===== config.mk =====
export PLATFORM = sky130hd
export DESIGN_NAME = fifo_drain
export DESIGN_NICKNAME = d
export VERILOG_FILES = /design/src/rtl/fifo_drain.sv
export SDC_FILE = /design/constraint.sdc
export NUM_CORES = 1
export LEC_CHECK = 0
export ABC_AREA = 1
export BUFFER_PORTS_ARGS = -buffer_cell sky130_fd_sc_hd__buf_4
export CORE_MARGIN = 1
export CORE_UTILIZATION = 59
export CTS_CLUSTER_SIZE = 8
export DETAILED_ROUTE_END_ITERATION = 6
export PLACE_DENSITY_LB_ADDON = 0.12
export REMOVE_ABC_BUFFERS = 1
export SYNTH_ARGS = -nofsm -noshare
export SYNTH_HDL_FRONTEND = slang
export SYNTH_SLANG_ARGS = --single-unit

===== constraint.sdc =====
create_clock -name clk -period 5.92 [get_ports clk]
set_clock_uncertainty 0.2 [all_clocks]
set_input_delay 1.776 -clock clk [delete_from_list [all_inputs] [get_ports clk]]
set_output_delay 1.776 -clock clk [all_outputs]
set_load 0.02 [all_outputs]

===== src/rtl/fifo_drain.sv =====
// fifo_drain: pops a burst of words from an upstream FIFO through a 2-entry skid buffer to a ready/valid port.
module fifo_drain #(
    parameter int DATA_WIDTH = 16,
    parameter int LEN_WIDTH  = 4
) (
    input  logic                  clk,
    input  logic                  rst,
    input  logic                  i_start,
    input  logic [LEN_WIDTH-1:0]  i_burst_len,
    input  logic                  i_abort,
    input  logic                  i_fifo_empty,
    input  logic [DATA_WIDTH-1:0] in_fifo,
    output logic                  o_pop,
    output logic                  o_flush,
    output logic                  o_valid,
    input  logic                  i_ready,
    output logic [DATA_WIDTH-1:0] o_data,
    output logic                  o_last,
    output logic                  o_busy,
    output logic                  o_done
);
    localparam int CW = LEN_WIDTH + 1;
    typedef enum logic [1:0] {IDLE, RUN, DRAIN, DONE} state_t;
    state_t state, state_n;
    logic [CW-1:0] len, pop_cnt, sent_cnt;
    logic [DATA_WIDTH-1:0] head, tail, head_n, tail_n;
    logic [1:0] cnt, cnt_m, cnt_n, occ;
    logic inflight, hs, accept;
    assign hs = o_valid & i_ready;
    assign accept = state == IDLE && i_start && !i_abort;
    // occupancy the buffer would have if a pop issued now, counting the word in flight
    assign occ = cnt + {1'b0, inflight} - {1'b0, hs};
    assign o_valid = cnt != 2'd0;
    assign o_data = head;
    assign o_last = o_valid && sent_cnt == len - CW'(1);
    assign o_busy = state != IDLE;
    assign o_done = state == DONE;
    assign o_pop = state == RUN && pop_cnt < len && !i_fifo_empty && occ < 2'd2;
    always_comb begin
        state_n = state;
        case (state)
            IDLE:    state_n = i_start ? RUN : IDLE;
            RUN:     state_n = pop_cnt == len ? DRAIN : RUN;
            DRAIN:   state_n = DRAIN;
            default: state_n = IDLE;
        endcase
        if ((state == RUN || state == DRAIN) && hs && o_last)
            state_n = DONE;
        if (i_abort)
            state_n = IDLE;
    end
    always_comb begin
        head_n = hs ? tail : head;
        tail_n = tail;
        cnt_m = cnt - {1'b0, hs};
        if (inflight && cnt_m == 2'd0)
            head_n = in_fifo;
        else if (inflight)
            tail_n = in_fifo;
        cnt_n = cnt_m + {1'b0, inflight};
    end
    always_ff @(posedge clk) begin
        if (rst)
            state <= IDLE;
        else
            state <= state_n;
    end
    always_ff @(posedge clk) begin
        if (rst) begin
            cnt <= '0;
            inflight <= 1'b0;
            head <= '0;
            tail <= '0;
            o_flush <= 1'b0;
            len <= '0;
            pop_cnt <= '0;
            sent_cnt <= '0;
        end else begin
            o_flush <= i_abort;
            cnt <= i_abort ? 2'd0 : cnt_n;
            inflight <= !i_abort && o_pop;
            head <= head_n;
            tail <= tail_n;
            // a zero length field becomes 2^LEN_WIDTH through the extra top bit
            len <= accept ? {i_burst_len == '0, i_burst_len} : len;
            pop_cnt <= accept ? '0 : pop_cnt + CW'(o_pop);
            sent_cnt <= accept ? '0 : sent_cnt + CW'(hs);
        end
    end
endmodule


# --- Word-level counts from Yosys, hierarchy flattened ---
# Cells that the tools add are included.
op_classes:
  add_sub_neg: 7
  order_cmp: 2
  eq_ne: 5
  mux: 6
  n_bitwise: 2
  reduce_logical: 22
op_table:
  columns: ["cell", "n"]
  rows:
  - ["$mux 16", 2]
  - ["$add 5x1->5", 2]
  - ["$eq 5x5->1", 2]
  - ["$logic_and 1x1->1", 10]
  - ["$pmux 2 s3", 1]
  - ["$reduce_bool 2->1", 3]
  - ["$lt 5x5->1", 1]
  - ["$sub 5x1->5 const B", 1]
  - ["$add 2x1->2", 2]
  - ["$eq 2x2->1 const B", 2]
  - ["$logic_not 2->1", 2]
  - ["$logic_not 4->1", 1]
  - ["$mux 2", 2]
  - ["$reduce_or 2->1", 2]
  - ["$sub 2x1->2", 2]
  - ["$eq 2x1->1 const B", 1]
  - ["$logic_not 1->1", 2]
  - ["$lt 2x2->1 const B", 1]
  - ["$reduce_and 2->1", 1]
  - ["$and 1x1->1", 1]
  - ["$logic_or 1x1->1", 1]
  - ["$mux 1", 1]
  - ["$not 1->1", 1]
totals:
  regBits: 53
  input_bits: 26
  output_inout_bits: 22

# --- Depth between registers and ports, before layout ---
# Gate-level depths: netlist of run 1.
depth:
  word_depth: 7
  mapped_depth: 12
  mapped_depth_nobuf: 12

# --- Least setup slack after synthesis of run 1 ---
# Ideal clock, no wire load.
synth_path:
  kind: "input -> output"
  start: "input i_ready"
  end: "output o_pop"
  t_arrival_ps: 2978
  t_required_ps: 3944
  path_slack_ps: 966
  stages: 7
  n_path_buf: 2
  cell_sequence: "o21a_1 -> buf_6 -> buf_4 -> ha_1 -> nor2_1 -> xnor2_1 -> nor2_1"
synth_between:
  elab_chain_cells: 4
synth_rtl:
  columns: ["element", "line_no", "source"]
  rows:
  - ["from (decl)", "16", "input logic i_ready,"]
  - ["$and 1x1->1", "29", "assign hs = o_valid & i_ready;"]
  - ["$sub 2x1->2", "32", "assign occ = cnt + {1'b0, inflight} - {1'b0, hs};"]
  - ["$lt 2x2->1", "38", "assign o_pop = state == RUN && pop_cnt < len && !i_fifo_empty && occ < 2'd2;"]
  - ["$logic_and 1x1->1", "38", null]
  - ["to (decl)", "13", "output logic o_pop,"]
# Every way passes these cells.

# --- Final worst setup path of run 1 ---
# Same ends and word-level chain as after synthesis.

==> implementation parameters, run 1 <==
Parameter                              Value

GRT
  Vias in the first global route ... ~2000
  Congestion Overflow GR ... 0
  Pin count of the biggest net entering global routing ... 39
  GRT Total Usage ... about a quarter
  Antenna violations before repair ... 0
  Wire length of the first global-routing pass ... 8570 um

Detailed routing
  Detailed-route via count ... 2245
  Remaining number of nets flagged by the antenna check after routing ... 0
  DRC marker count from the first detailed-route iteration ... 131
  DRC ... 0
  Ratio of routed vias to standard cells ... ~5.3
  Wire length per cell ... between 10 and 15 um
  1st-pass router iterations ... 4
  Total wire length ... 5360 um

Pwr
  Switching power of the nets ... approximately 160 uW
  Internal power consumption ... 473 uW
  Areal power density over the cells ... 213 nW/um2
  Clk network pwr share ... about a third
  P_leak ... roughly 1.5 nW
  Maximum resistive drop on vdd ... between 0.15 and 0.2 mV
  Proportion of total power due to net switching ... ~26%
  Combinational power share ... 10.3%
  Part of the power in registers ... 57.1%

Cells and area
  Commonest non-fill, non-tap cell in the layout ... sky130_fd_sc_hd__nand2_1
  Share of post-route cells with drive strength above 1 ... ~18%
  Antenna cells ... 0
  FILL cells ... 357
  Most frequent cells in the layout ... sky130_fd_sc_hd__nand2_1, sky130_fd_sc_hd__dfxtp_1, sky130_fd_sc_hd__buf_4, sky130_fd_sc_hd__nor2_1, sky130_fd_sc_hd__inv_1
  Number of nets in the layout ... 418
  Area Growth Syn to Fin ... 15.3%

Synth
  Number of instances in the synthesized netlist ... 334
  Sequential cell area fraction in the yosys report ... between 40% and 50%
  Number of synthesized flops with an enable pin ... 0
  Fraction of registers with async set/reset ... 0%
  Cell type with the highest aggregate area in the netlist ... sky130_fd_sc_hd__dfxtp_1
  Avg Inst Size Synth ... 7.76 um2
  Area of the mapped netlist ... 2590 um2
  Ys Warns ... 0
  Count of state elements after synthesis ... 53
  Share of the synthesized area in the top cell type ... a little over 40%
  Count of cell types in the netlist ... 32
  Most common flop cell mapped by yosys ... sky130_fd_sc_hd__dfxtp_1
  Biggest area contributors in the synthesized netlist ... sky130_fd_sc_hd__dfxtp_1, sky130_fd_sc_hd__nand2_1, sky130_fd_sc_hd__ha_1, sky130_fd_sc_hd__nor2_1, sky130_fd_sc_hd__o211a_1

Clocking
  CTS H-tree lvls ... 2
  Clock Root Buffer ... sky130_fd_sc_hd__clkbuf_8
  Clock latency on the worst-skew pair ... between 0.3 and 0.4 ns
  Post-cts sizing count ... 0
  Largest buffer count on any clock path ... 2
  Number of post-CTS setup repair buffers ... 0
  Clk slew on worst S/H paths ... 0.10 ns
  Number of buffers inserted for hold repair after clock tree synthesis ... 0
  Number of CTS-inserted buffers ... 5
  Clock tree from TritonCTS ... done
  Number of clock sinks ... 53

STA
  Crit share post-route ... 81.1%
  Final setup violation count ... 0
  Maximum operating frequency ... 208 MHz
  Measured slew at the worst slew-check pin ... 1.03 ns
  Final count of hold timing violations ... 0
  Shortest clock period the worst path allows after layout ... 4.80 ns
  Headroom to the max-slew limit ... 31.5%
  Setup repair after global routing missed its margin ... false
  Count of final max-slew check failures ... 0
  Final Hold Slack ... around 0.29 ns
  Post-Route Setup TNS ... 0 ns

Floorplan
  Floorplan die height ... 68.3 um
  Core region area ... between 4000 and 5000 um2
  Starting utilization of the core area ... 63.0%
  Die extent in x ... 68.3 um
  Die outline area ... 4660 um2
  I/O pin count ... 48
  Placement Rows ... 23

Critical path
  Largest fanout on the critical path ... 2
  Signal arrival time at the worst endpoint ... 2.83 ns
  Crit path required time ... 3.94 ns
  Worst Setup Start Kind ... primary input
  R2r worst-path depth ... 6
  Sort of element at the end of the critical path ... primary output
  Worst setup path category ... primary input to primary output

Hold path
  Cell count of the worst hold path ... 2
  Worst Hold Class ... register to register

Placed design
  Port buffer count ... 47
  Routability-driven placement congestion ratio ... 0.866
  HPWL Detailed ... 3830 um

Run status
  Outcome ... completed

Job
  Number of violations of the max-capacitance limit ... 0
## power groups by stage
stage | logic (mW) | clock network (mW) | registers [mW]
2_1_floorplan | 0.0350 | 0 | 0.373
3_3_place_gp | 0.0626 | 0 | 0.371
3_5_place_dp | 0.0641 | 0 | 0.371
4_1_cts | 0.0651 | 0.211 | 0.363
5_1_grt | 0.0737 | 0.225 | 0.364
6_report | 0.0652 | 0.208 | 0.363
## sequential cells by signal (all words and copies together), names as in the netlist
name / count
cnt: 2
inflight: 1
len: 5
o_data: 16
o_flush: 1
pop_cnt: 5
sent_cnt: 5
state: 2
tail: 16
## synthesized netlist by cell type, types with 2 or more instances
master                     number
sky130_fd_sc_hd__buf_6          6
sky130_fd_sc_hd__o211ai_1       2
sky130_fd_sc_hd__ha_1          16
sky130_fd_sc_hd__clkbuf_1       4
sky130_fd_sc_hd__o211a_1       16
sky130_fd_sc_hd__dfxtp_1       53
sky130_fd_sc_hd__nor3_1         2
sky130_fd_sc_hd__nor2_2         2
sky130_fd_sc_hd__nor2_1        47
sky130_fd_sc_hd__o21ai_0       11
sky130_fd_sc_hd__nand2_1       72
sky130_fd_sc_hd__xnor2_1        3
sky130_fd_sc_hd__or2_2          3
sky130_fd_sc_hd__inv_1         33
sky130_fd_sc_hd__a21oi_1       12
sky130_fd_sc_hd__nand3_1       26
sky130_fd_sc_hd__o21ai_1       11
## cell type report
cell class	count	area (um2)	area share (%)
flip-flops and latches	53	1060	35.5
clock inverters	3	21.3	0.711
repair buffers	48	360	12.1
inverters	35	139	4.64
clock buffers	5	68.8	2.30
well taps	50	62.6	2.09
multi-input cells	233	1280	42.7
## layer usage
metal	GRT usage, %	routed length, um	share of wire [%]
met1	30.2	2560	48
met2	44.1	2510	47
met3	5.67	224	4.2
met4	7.03	59	1.1
met5	0	0	0
## worst paths after layout
check                start  slack, ns    endpoint
hold reg to reg   tail[14]       0.29    tail[14]
hold / removal    tail[14]       0.29    tail[14]
setup / recovery   i_ready       1.12       o_pop
setup reg to reg    cnt[1]       3.38  o_data[12]
## worst max-delay path, stage by stage
cell and delay (ns):
sky130_fd_sc_hd__buf_4 0.11, sky130_fd_sc_hd__o21a_1 0.11, sky130_fd_sc_hd__ha_1 0.27, sky130_fd_sc_hd__nor2_1 0.13, sky130_fd_sc_hd__xnor2_1 0.10, sky130_fd_sc_hd__nor2_1 0.17
sky130_fd_sc_hd__buf_4 0.17
## logic make-up after synthesis
group	share of synthesized area (%)
compound gates	14.8
xor+xnor	1.64
fa+ha+maj	7.72
buf+inv	9.80
flops	40.9
simple gates	25.1
## through the flow
step / power, mW / utilization [%] / worst slack (ns) / instance area [um2] / instances
final: 0.636 / 72.7 / 1.12 / 2990 / 427
after floorplan: 0.408 / - / 0.842 / 2480 / 321
after global placement: 0.434 / 70.5 / 1.16 / 2900 / 419
after CTS: 0.639 / 72.7 / 1.11 / 2990 / 427
after global routing: 0.662 / 72.7 / 1.02 / 2990 / 427
after detailed placement: 0.435 / 70.5 / 1.11 / 2900 / 419
Note: power is estimated with default switching activity, not from simulation.
==> run 2: changes to the inputs <==
--- a/config.mk
+++ b/config.mk
@@ -5,10 +5,10 @@
 export SDC_FILE = /design/constraint.sdc
 export NUM_CORES = 1
 export LEC_CHECK = 0
-export ABC_AREA = 1
+export ABC_AREA = 0
 export BUFFER_PORTS_ARGS = -buffer_cell sky130_fd_sc_hd__buf_4
 export CORE_MARGIN = 1
-export CORE_UTILIZATION = 59
+export CORE_UTILIZATION = 55
 export CTS_CLUSTER_SIZE = 8
 export DETAILED_ROUTE_END_ITERATION = 6
 export PLACE_DENSITY_LB_ADDON = 0.12
==> constraint.sdc (replaced) <==
create_clock -name clk -period 4.9 [get_ports clk]
set_clock_uncertainty 0.2 [all_clocks]
set_input_delay 1.47 -clock clk [delete_from_list [all_inputs] [get_ports clk]]
set_output_delay 1.47 -clock clk [all_outputs]
set_load 0.02 [all_outputs]
==> run 2 against run 1 <==
  * Critical path depth increased by 1
  * Sequential share of layout area grew 0.71 points
  * Worst hold slack improved by 0.013 ns
  * Sequential cell count did not move
  * Clock power is 25% higher
  * Final cell count shrank 19%
  * Sequential power rose by 21%
  * Synthesized cell count down 26%
  * Count of clock-buffer cells in the layout unchanged
  * Routed wire length down 16%
  * Worst setup slack got worse by 0.78 ns
  * Critical endpoint unchanged
  * Largest power group unchanged
  * Highest routed layer unchanged
==> implementation parameters, run 2 <==
Parameter                              Value

Synth
  Most common flop cell mapped by yosys ... sky130_fd_sc_hd__dfxtp_1 (unchanged)
  Most frequent cell after synthesis ... sky130_fd_sc_hd__dfxtp_1 (was sky130_fd_sc_hd__nand2_1)
  Sequential cell area fraction in the yosys report ... 42.5% (was 40.9%)
  Avg Inst Size Synth ... 10.1 um2 (was 7.76 um2)
  Share of the synthesized area in the top cell type ... 42.5% (was 40.9%)
  Ys Warns ... 0 (unchanged)
  Number of synthesized flops with an enable pin ... 0 (unchanged)
  Count of cell types in the netlist ... 34 (was 32)
  Fraction of registers with async set/reset ... 0% (unchanged)
  Count of state elements after synthesis ... 53 (unchanged)
  Number of instances in the synthesized netlist ... 248 (was 334)
  Area of the mapped netlist ... 2500 um2 (was 2590 um2)
  Most frequent cells after synthesis ... sky130_fd_sc_hd__dfxtp_1, sky130_fd_sc_hd__nor2_1, sky130_fd_sc_hd__mux2i_1 (was sky130_fd_sc_hd__nand2_1, sky130_fd_sc_hd__dfxtp_1, sky130_fd_sc_hd__nor2_1)
  Cell type with the highest aggregate area in the netlist ... sky130_fd_sc_hd__dfxtp_1 (unchanged)
  Biggest area contributors in the synthesized netlist ... sky130_fd_sc_hd__dfxtp_1, sky130_fd_sc_hd__mux2i_1, sky130_fd_sc_hd__ha_1, sky130_fd_sc_hd__nor2_1, sky130_fd_sc_hd__a211oi_1 (was sky130_fd_sc_hd__dfxtp_1, sky130_fd_sc_hd__nand2_1, sky130_fd_sc_hd__ha_1, sky130_fd_sc_hd__nor2_1, sky130_fd_sc_hd__o211a_1)

STA
  Count of final max-slew check failures ... 0 (unchanged)
  Final setup violation count ... 0 (unchanged)
  Final count of hold timing violations ... 0 (unchanged)
  Shortest clock period the worst path allows after layout ... 4.56 ns
  Final Hold Slack ... 0.302 ns (was 0.289 ns)
  Crit share post-route ... 93.1%
  Maximum operating frequency ... 219 MHz
  Headroom to the max-slew limit ... 53.6% (was 31.5%)
  Setup repair after global routing missed its margin ... false (unchanged)
  Measured slew at the worst slew-check pin ... 0.695 ns (was 1.03 ns)
  Post-Route Setup TNS ... 0 ns (unchanged)
  Final WS setup ... 0.340 ns (was 1.12 ns)

Critical path
  Slowest stage cell, crit path ... sky130_fd_sc_hd__a211oi_1 (was sky130_fd_sc_hd__ha_1)
  Largest fanout on the critical path ... 17 (was 2)
  Most repeated library cell on the critical path ... sky130_fd_sc_hd__buf_4
  Signal arrival time at the worst endpoint ... 2.89 ns (was 2.83 ns)
  Worst setup path category ... primary input to primary output (unchanged)
  Largest delay contributor family on the critical path ... buffers and inverters (was simple AND/OR/NAND/NOR gates)
  Crit path required time ... 3.23 ns (was 3.94 ns)
  Sort of element at the end of the critical path ... primary output (unchanged)
  Worst Setup Start Kind ... primary input (unchanged)
  Total buffers and inverters traversed by the critical path ... 3 (was 2)
  Largest stage delay on the critical path ... 0.30 ns (was 0.27 ns)
  Cells along the critical path ... buf_4 -> nand2_8 -> inv_1 -> ha_1 -> nor2b_1 -> xnor2_1 -> a211oi_1 -> buf_4 (was buf_4 -> o21a_1 -> ha_1 -> nor2_1 -> xnor2_1 -> nor2_1 -> buf_4)

GRT
  GRT Total Usage ... 20.0% (was 25.1%)
  Vias in the first global route ... 1756 (was 1985)
  Wire length of the first global-routing pass ... 7770 um (was 8570 um)
  Antenna violations before repair ... 0 (unchanged)
  Pin count of the biggest net entering global routing ... 46 (was 39)
  Congestion Overflow GR ... 0 (unchanged)

Detailed routing
  Remaining number of nets flagged by the antenna check after routing ... 0 (unchanged)
  DRC ... 0 (unchanged)
  Ratio of routed vias to standard cells ... 5.22 (was 5.26)
  Detailed-route via count ... 1802 (was 2245)
  Wire length per cell ... 13.1 um (was 12.6 um)
  DRC marker count from the first detailed-route iteration ... 63 (was 131)
  Total wire length ... 4510 um (was 5360 um)
  1st-pass router iterations ... 4 (unchanged)

Placed design
  HPWL Detailed ... 3180 um (was 3830 um)
  DP Area ... 2840 um2 (was 2900 um2)
  Setup Slack @ Placement ... 0.336 ns (was 1.11 ns)
  Port buffer count ... 47 (unchanged)
  Routability-driven placement congestion ratio ... 0.788 (was 0.866)

Cells and area
  Share of post-route cells with drive strength above 1 ... 20.1% (was 17.8%)
  Final design area excluding fillers ... 2930 um2 (was 2990 um2)
  Number of nets in the layout ... 334 (was 418)
  Area Growth Syn to Fin ... 17.4% (was 15.3%)
  FILL cells ... 360 (was 357)
  Most frequent cells in the layout ... sky130_fd_sc_hd__dfxtp_1, sky130_fd_sc_hd__buf_4, sky130_fd_sc_hd__nor2_1, sky130_fd_sc_hd__mux2i_1, sky130_fd_sc_hd__a211oi_1 (was sky130_fd_sc_hd__nand2_1, sky130_fd_sc_hd__dfxtp_1, sky130_fd_sc_hd__buf_4, sky130_fd_sc_hd__nor2_1, sky130_fd_sc_hd__inv_1)
  Antenna cells ... 0 (unchanged)
  Commonest non-fill, non-tap cell in the layout ... sky130_fd_sc_hd__dfxtp_1 (was sky130_fd_sc_hd__nand2_1)

Clocking
  Clock tree from TritonCTS ... done (unchanged)
  Number of buffers inserted for hold repair after clock tree synthesis ... 0 (unchanged)
  Number of CTS-inserted buffers ... 5 (unchanged)
  Clk slew on worst S/H paths ... 0.10 ns (about the same)
  Largest buffer count on any clock path ... 2 (unchanged)
  CTS H-tree lvls ... 2 (unchanged)
  Clock Root Buffer ... sky130_fd_sc_hd__clkbuf_8 (unchanged)
  Clock latency on the worst-skew pair ... 0.31 ns (about the same)
  Post-cts sizing count ... 0 (unchanged)
  Number of clock sinks ... 53 (unchanged)
  Number of post-CTS setup repair buffers ... 0 (unchanged)

Pwr
  Areal power density over the cells ... 258 nW/um2 (was 213 nW/um2)
  P_leak ... 1.38 nW (was 1.49 nW)
  Maximum resistive drop on vdd ... 0.225 mV (was 0.172 mV)

Hold path
  Worst Hold Class ... register to register (unchanged)

Floorplan
  Die extent in x ... 69.4 um (was 68.3 um)
  Starting utilization of the core area ... 57.3% (was 63.0%)
  Core region area ... 4350 um2 (was 4120 um2)
  Placement Rows ... 24 (was 23)
  I/O pin count ... 48 (unchanged)
  Floorplan die height ... 69.4 um (was 68.3 um)
  Die outline area ... 4810 um2 (was 4660 um2)

Job
  Number of violations of the max-capacitance limit ... 0 (unchanged)

Run status
  Outcome ... completed (unchanged)
==> run 2: cell count changes after synthesis, moves of 9 or more <==
cell,before,now
sky130_fd_sc_hd__nand2_1,72,1
sky130_fd_sc_hd__mux2i_1,0,36
sky130_fd_sc_hd__nand3_1,26,5
sky130_fd_sc_hd__inv_1,33,14
sky130_fd_sc_hd__a211oi_1,1,19
sky130_fd_sc_hd__o211a_1,16,0
sky130_fd_sc_hd__o21ai_1,11,0
sky130_fd_sc_hd__a21oi_1,12,2
sky130_fd_sc_hd__o21ai_0,11,1
sky130_fd_sc_hd__xor2_1,0,9
==> run 2: cell families (layout without fill, tap and decap cells) <==
family | Yosys count | count (layout) | share of synthesized area (%)
XOR/XNOR | 17 | 17 | 6.82
AO/OA/AOI/OAI | 27 | 27 | 8.17
adder cells (fa/ha/maj) | 16 | 16 | 8.02
multiplexers | 36 | 36 | 14.4
buffers and inverters | 25 | 70 | 5.46
AND/OR/NAND/NOR | 74 | 74 | 14.6
flip-flops | 53 | 53 | 42.5
==> run 2: where the power goes <==
part	switching (mW)	internal [mW]
logic	0.0297	0.0298
clock network	0.154	0.104
registers	0.00353	0.434
==> run 2: through the flow <==
stage | power (mW) | utilization [%] | cells
after floorplan | 0.474 | - | 237
after global placement | 0.507 | 65.2 | 337
after detailed placement | 0.508 | 65.2 | 337
after CTS | 0.762 | 67.3 | 345
after global routing | 0.784 | 67.3 | 345
final | 0.756 | 67.3 | 345
==> run 2: worst min-delay path, cell delays in order, from the launching register on <==
cell	delay (ns)
sky130_fd_sc_hd__dfxtp_1	0.34
sky130_fd_sc_hd__mux2i_1	0.06
sky130_fd_sc_hd__nor2_1	0.07
==> run 2: routing by layer <==
| metal | vias up | track usage, % | share of wire [%] |
|---|---|---|---|
| li1 | 931 | - | - |
| met1 | 829 | 23.0 | 44 |
| met2 | 37 | 35.3 | 49 |
| met3 | 5 | 6.25 | 5.0 |
| met4 | 0 | 6.12 | 1.2 |
| met5 | - | 0 | 0 |
==> run 2: path summary, 6_finish.rpt <==
check	cells past startpoint	from	end	slack, ns
worst min-delay path	2	tail[2]	tail[2]	0.30
worst max-delay path	8	i_ready	o_pop	0.34
worst min register to register	2	tail[2]	tail[2]	0.30
worst max register to register	12	cnt[1]	pop_cnt[4]	2.04
==> run 2: cell type report <==
type,count,area (um2),area share [%]
Timing Repair Buffer,48,360,12.3
Tap cell,52,65.1,2.22
Clock inverter,3,25.0,0.854
Sequential cell,53,1060,36.2
Clock buffer,5,68.8,2.35
Multi-Input combinational cell,170,1300,44.3
Inverter,14,52.6,1.79
==> run 3: changes to the inputs <==
--- a/config.mk
+++ b/config.mk
@@ -7,6 +7,7 @@
 export LEC_CHECK = 0
 export ABC_AREA = 0
 export BUFFER_PORTS_ARGS = -buffer_cell sky130_fd_sc_hd__buf_4
+export CORE_ASPECT_RATIO = 0.9
 export CORE_MARGIN = 1
 export CORE_UTILIZATION = 55
 export CTS_CLUSTER_SIZE = 8
==> run 3 against run 2 <==
  * Sequential share of layout area is 0.49 points lower
  * Sequential power about the same
  * Highest routed layer unchanged
  * Non-clock buffer count up 1
  * Count of clock-buffer cells in the layout grew 2
  * Combinational power rose by 1%
  * Register-to-register slack improved by 0.03 ns
  * Clock power rose by 17%
  * Routed wire length grew 2.2%
  * Die area barely moved
  * Via count up 0.83%
  * Final cell count increased by 2.6%
  * Worst setup slack improved by 0.055 ns
==> implementation parameters, run 3 (synthesized netlist as in run 2, its figures left out) <==
Parameter                              Value

Floorplan
  Die extent in x ... 73.0 um (was 69.4 um)
  Floorplan die height ... 65.9 um (was 69.4 um)
  Placement Rows ... 22 (was 24)
  Starting utilization of the core area ... 59.3% (was 57.3%)
  Die outline area ... 4810 um2 (about the same)
  I/O pin count ... 48 (unchanged)
  Core region area ... 4210 um2 (was 4350 um2)

STA
  Shortest clock period the worst path allows after layout ... 4.50 ns (was 4.56 ns)
  Post-Route Setup TNS ... 0 ns (unchanged)
  Maximum operating frequency ... 222 MHz (was 219 MHz)
  Final setup violation count ... 0 (unchanged)
  Headroom to the max-slew limit ... 52.3% (was 53.6%)
  Measured slew at the worst slew-check pin ... 0.714 ns (was 0.695 ns)
  Final Hold Slack ... 0.301 ns (was 0.302 ns)
  Final count of hold timing violations ... 0 (unchanged)
  Count of final max-slew check failures ... 0 (unchanged)
  Setup repair after global routing missed its margin ... false (unchanged)
  Final WS setup ... 0.395 ns (was 0.340 ns)
  Crit share post-route ... 91.9% (was 93.1%)

Cells and area
  Share of post-route cells with drive strength above 1 ... 20.1% (about the same)
  Final design area excluding fillers ... 2970 um2 (was 2930 um2)
  Fin cells ... 354 (was 345)
  Number of nets in the layout ... 335 (was 334)
  Commonest non-fill, non-tap cell in the layout ... sky130_fd_sc_hd__dfxtp_1 (unchanged)
  Antenna cells ... 0 (unchanged)
  Most frequent cells in the layout ... sky130_fd_sc_hd__dfxtp_1, sky130_fd_sc_hd__buf_4, sky130_fd_sc_hd__nor2_1, sky130_fd_sc_hd__mux2i_1, sky130_fd_sc_hd__a211oi_1 (unchanged)
  Area Growth Syn to Fin ... 19.0% (was 17.4%)

Hold path
  Cell count of the worst hold path ... 2 (unchanged)
  Worst Hold Class ... register to register (unchanged)
  Hold-critical path endpoint ... tail[15] (was tail[2])
  Start point of the worst min-delay path ... tail[15] (was tail[2])

Detailed routing
  DRC ... 0 (unchanged)
  Remaining number of nets flagged by the antenna check after routing ... 0 (unchanged)
  Ratio of routed vias to standard cells ... 5.13 (was 5.22)
  Detailed-route via count ... 1817 (was 1802)
  1st-pass router iterations ... 4 (unchanged)
  DRC marker count from the first detailed-route iteration ... 99 (was 63)
  Total wire length ... 4610 um (was 4510 um)
  Wire length per cell ... 13.0 um (was 13.1 um)

Placed design
  HPWL Detailed ... 3310 um (was 3180 um)
  Routability-driven placement congestion ratio ... 0.794 (was 0.788)
  DP Area ... 2860 um2 (was 2840 um2)
  Placed Cells incl. Taps ... 346 (was 337)
  Setup Slack @ Placement ... 0.447 ns (was 0.336 ns)
  Port buffer count ... 47 (unchanged)

Clocking
  Largest buffer count on any clock path ... 2 (unchanged)
  CTS H-tree lvls ... 2 (unchanged)
  Number of clock sinks ... 53 (unchanged)
  Number of post-CTS setup repair buffers ... 0 (unchanged)
  Clock Root Buffer ... sky130_fd_sc_hd__clkbuf_8 (unchanged)
  Clk slew on worst S/H paths ... 0.09 ns (was 0.10 ns)
  Post-cts sizing count ... 0 (unchanged)
  Clock latency on the worst-skew pair ... 0.30 ns (was 0.31 ns)
  Clock tree from TritonCTS ... done (unchanged)
  Number of CTS-inserted buffers ... 5 (unchanged)
  Number of buffers inserted for hold repair after clock tree synthesis ... 0 (unchanged)

Critical path
  Slowest stage cell, crit path ... sky130_fd_sc_hd__a211oi_1 (unchanged)
  Worst setup path category ... primary input to primary output (unchanged)
  Largest stage delay on the critical path ... 0.38 ns (was 0.30 ns)
  Sort of element at the end of the critical path ... primary output (unchanged)
  Slack of the worst reg-to-reg path ... 2.07 ns (was 2.04 ns)
  Launch instance of the worst register-to-register path ... cnt[1] (unchanged)
  Worst Setup Start Kind ... primary input (unchanged)
  Worst Setup SP ... i_ready (unchanged)
  Critical R2R Capture ... pop_cnt[4] (unchanged)
  Signal arrival time at the worst endpoint ... 2.83 ns (was 2.89 ns)
  Largest fanout on the critical path ... 3 (was 17)
  Crit path required time ... 3.23 ns (about the same)
  Cells along the critical path ... buf_4 -> nand2_8 -> inv_1 -> ha_1 -> xnor2_1 -> xnor2_1 -> a211oi_1 -> buf_4 (was buf_4 -> nand2_8 -> inv_1 -> ha_1 -> nor2b_1 -> xnor2_1 -> a211oi_1 -> buf_4)
  R2r worst-path depth ... 12 (unchanged)

Pwr
  Maximum resistive drop on vdd ... 0.174 mV (was 0.225 mV)
  Areal power density over the cells ... 270 nW/um2 (was 258 nW/um2)
  P_leak ... 1.40 nW (was 1.38 nW)

GRT
  Wire length of the first global-routing pass ... 7760 um (was 7770 um)
  Pin count of the biggest net entering global routing ... 46 (unchanged)
  Antenna violations before repair ... 0 (unchanged)
  Vias in the first global route ... 1729 (was 1756)
  GRT Total Usage ... 21.4% (was 20.0%)
  Congestion Overflow GR ... 0 (unchanged)

Run status
  Outcome ... completed (unchanged)

Job
  Number of violations of the max-capacitance limit ... 0 (unchanged)
run 3: through the flow:
| stage | utilization (%) | total power, mW |
|---|---|---|
| 4_1_cts | 70.6 | 0.807 |
| 2_1_floorplan | - | 0.474 |
| 6_report | 70.6 | 0.801 |
| 3_3_place_gp | 67.8 | 0.508 |
| 3_5_place_dp | 67.8 | 0.508 |
| 5_1_grt | 70.6 | 0.831 |
run 3: final cells by class:
class	count	area, um2
Clock buffer	7	86.3
Sequential cell	53	1060
Clock inverter	1	30.0
Inverter	14	52.6
Fill cell	351	1240
Tap cell	60	75.1
Multi-Input combinational cell	170	1300
Timing Repair Buffer	49	368
run 3: worst max-delay path by stage:
stage                       end  slack, ns  depth (start not counted)
after floorplan           o_pop       0.46                          6
after global placement    o_pop       0.50                          8
after detailed placement  o_pop       0.45                          8
after CTS                 o_pop       0.42                          8
after global routing      o_pop       0.34                          8
final                     o_pop       0.40                          8
run 3: per-layer routing:
layer / routed length, um / share of wire, % / vias to the layer above / GRT usage (%)
met1: 2380 / 52 / 840 / 29.6
met4: 63 / 1.4 / 0 / 8.09
li1: - / - / 939 / -
met5: 0 / 0 / - / 0
met2: 2010 / 44 / 33 / 32.3
met3: 159 / 3.4 / 5 / 5.03
run 3: worst max-delay path: cells and delay by family:
family | cells | cell delay, ns
adders and majority gates | 1 | 0.19
xor gates and xnor gates | 2 | 0.31
buffers and inverters | 3 | 0.43
AOI/OAI and AO/OA | 1 | 0.38
and+or+nand+nor | 1 | 0.05
run 3: report_power, final:
part | internal (mW) | switching [mW]
Clock | 0.167 | 0.137
Sequential | 0.434 | 0.00357
Combinational | 0.0299 | 0.0303
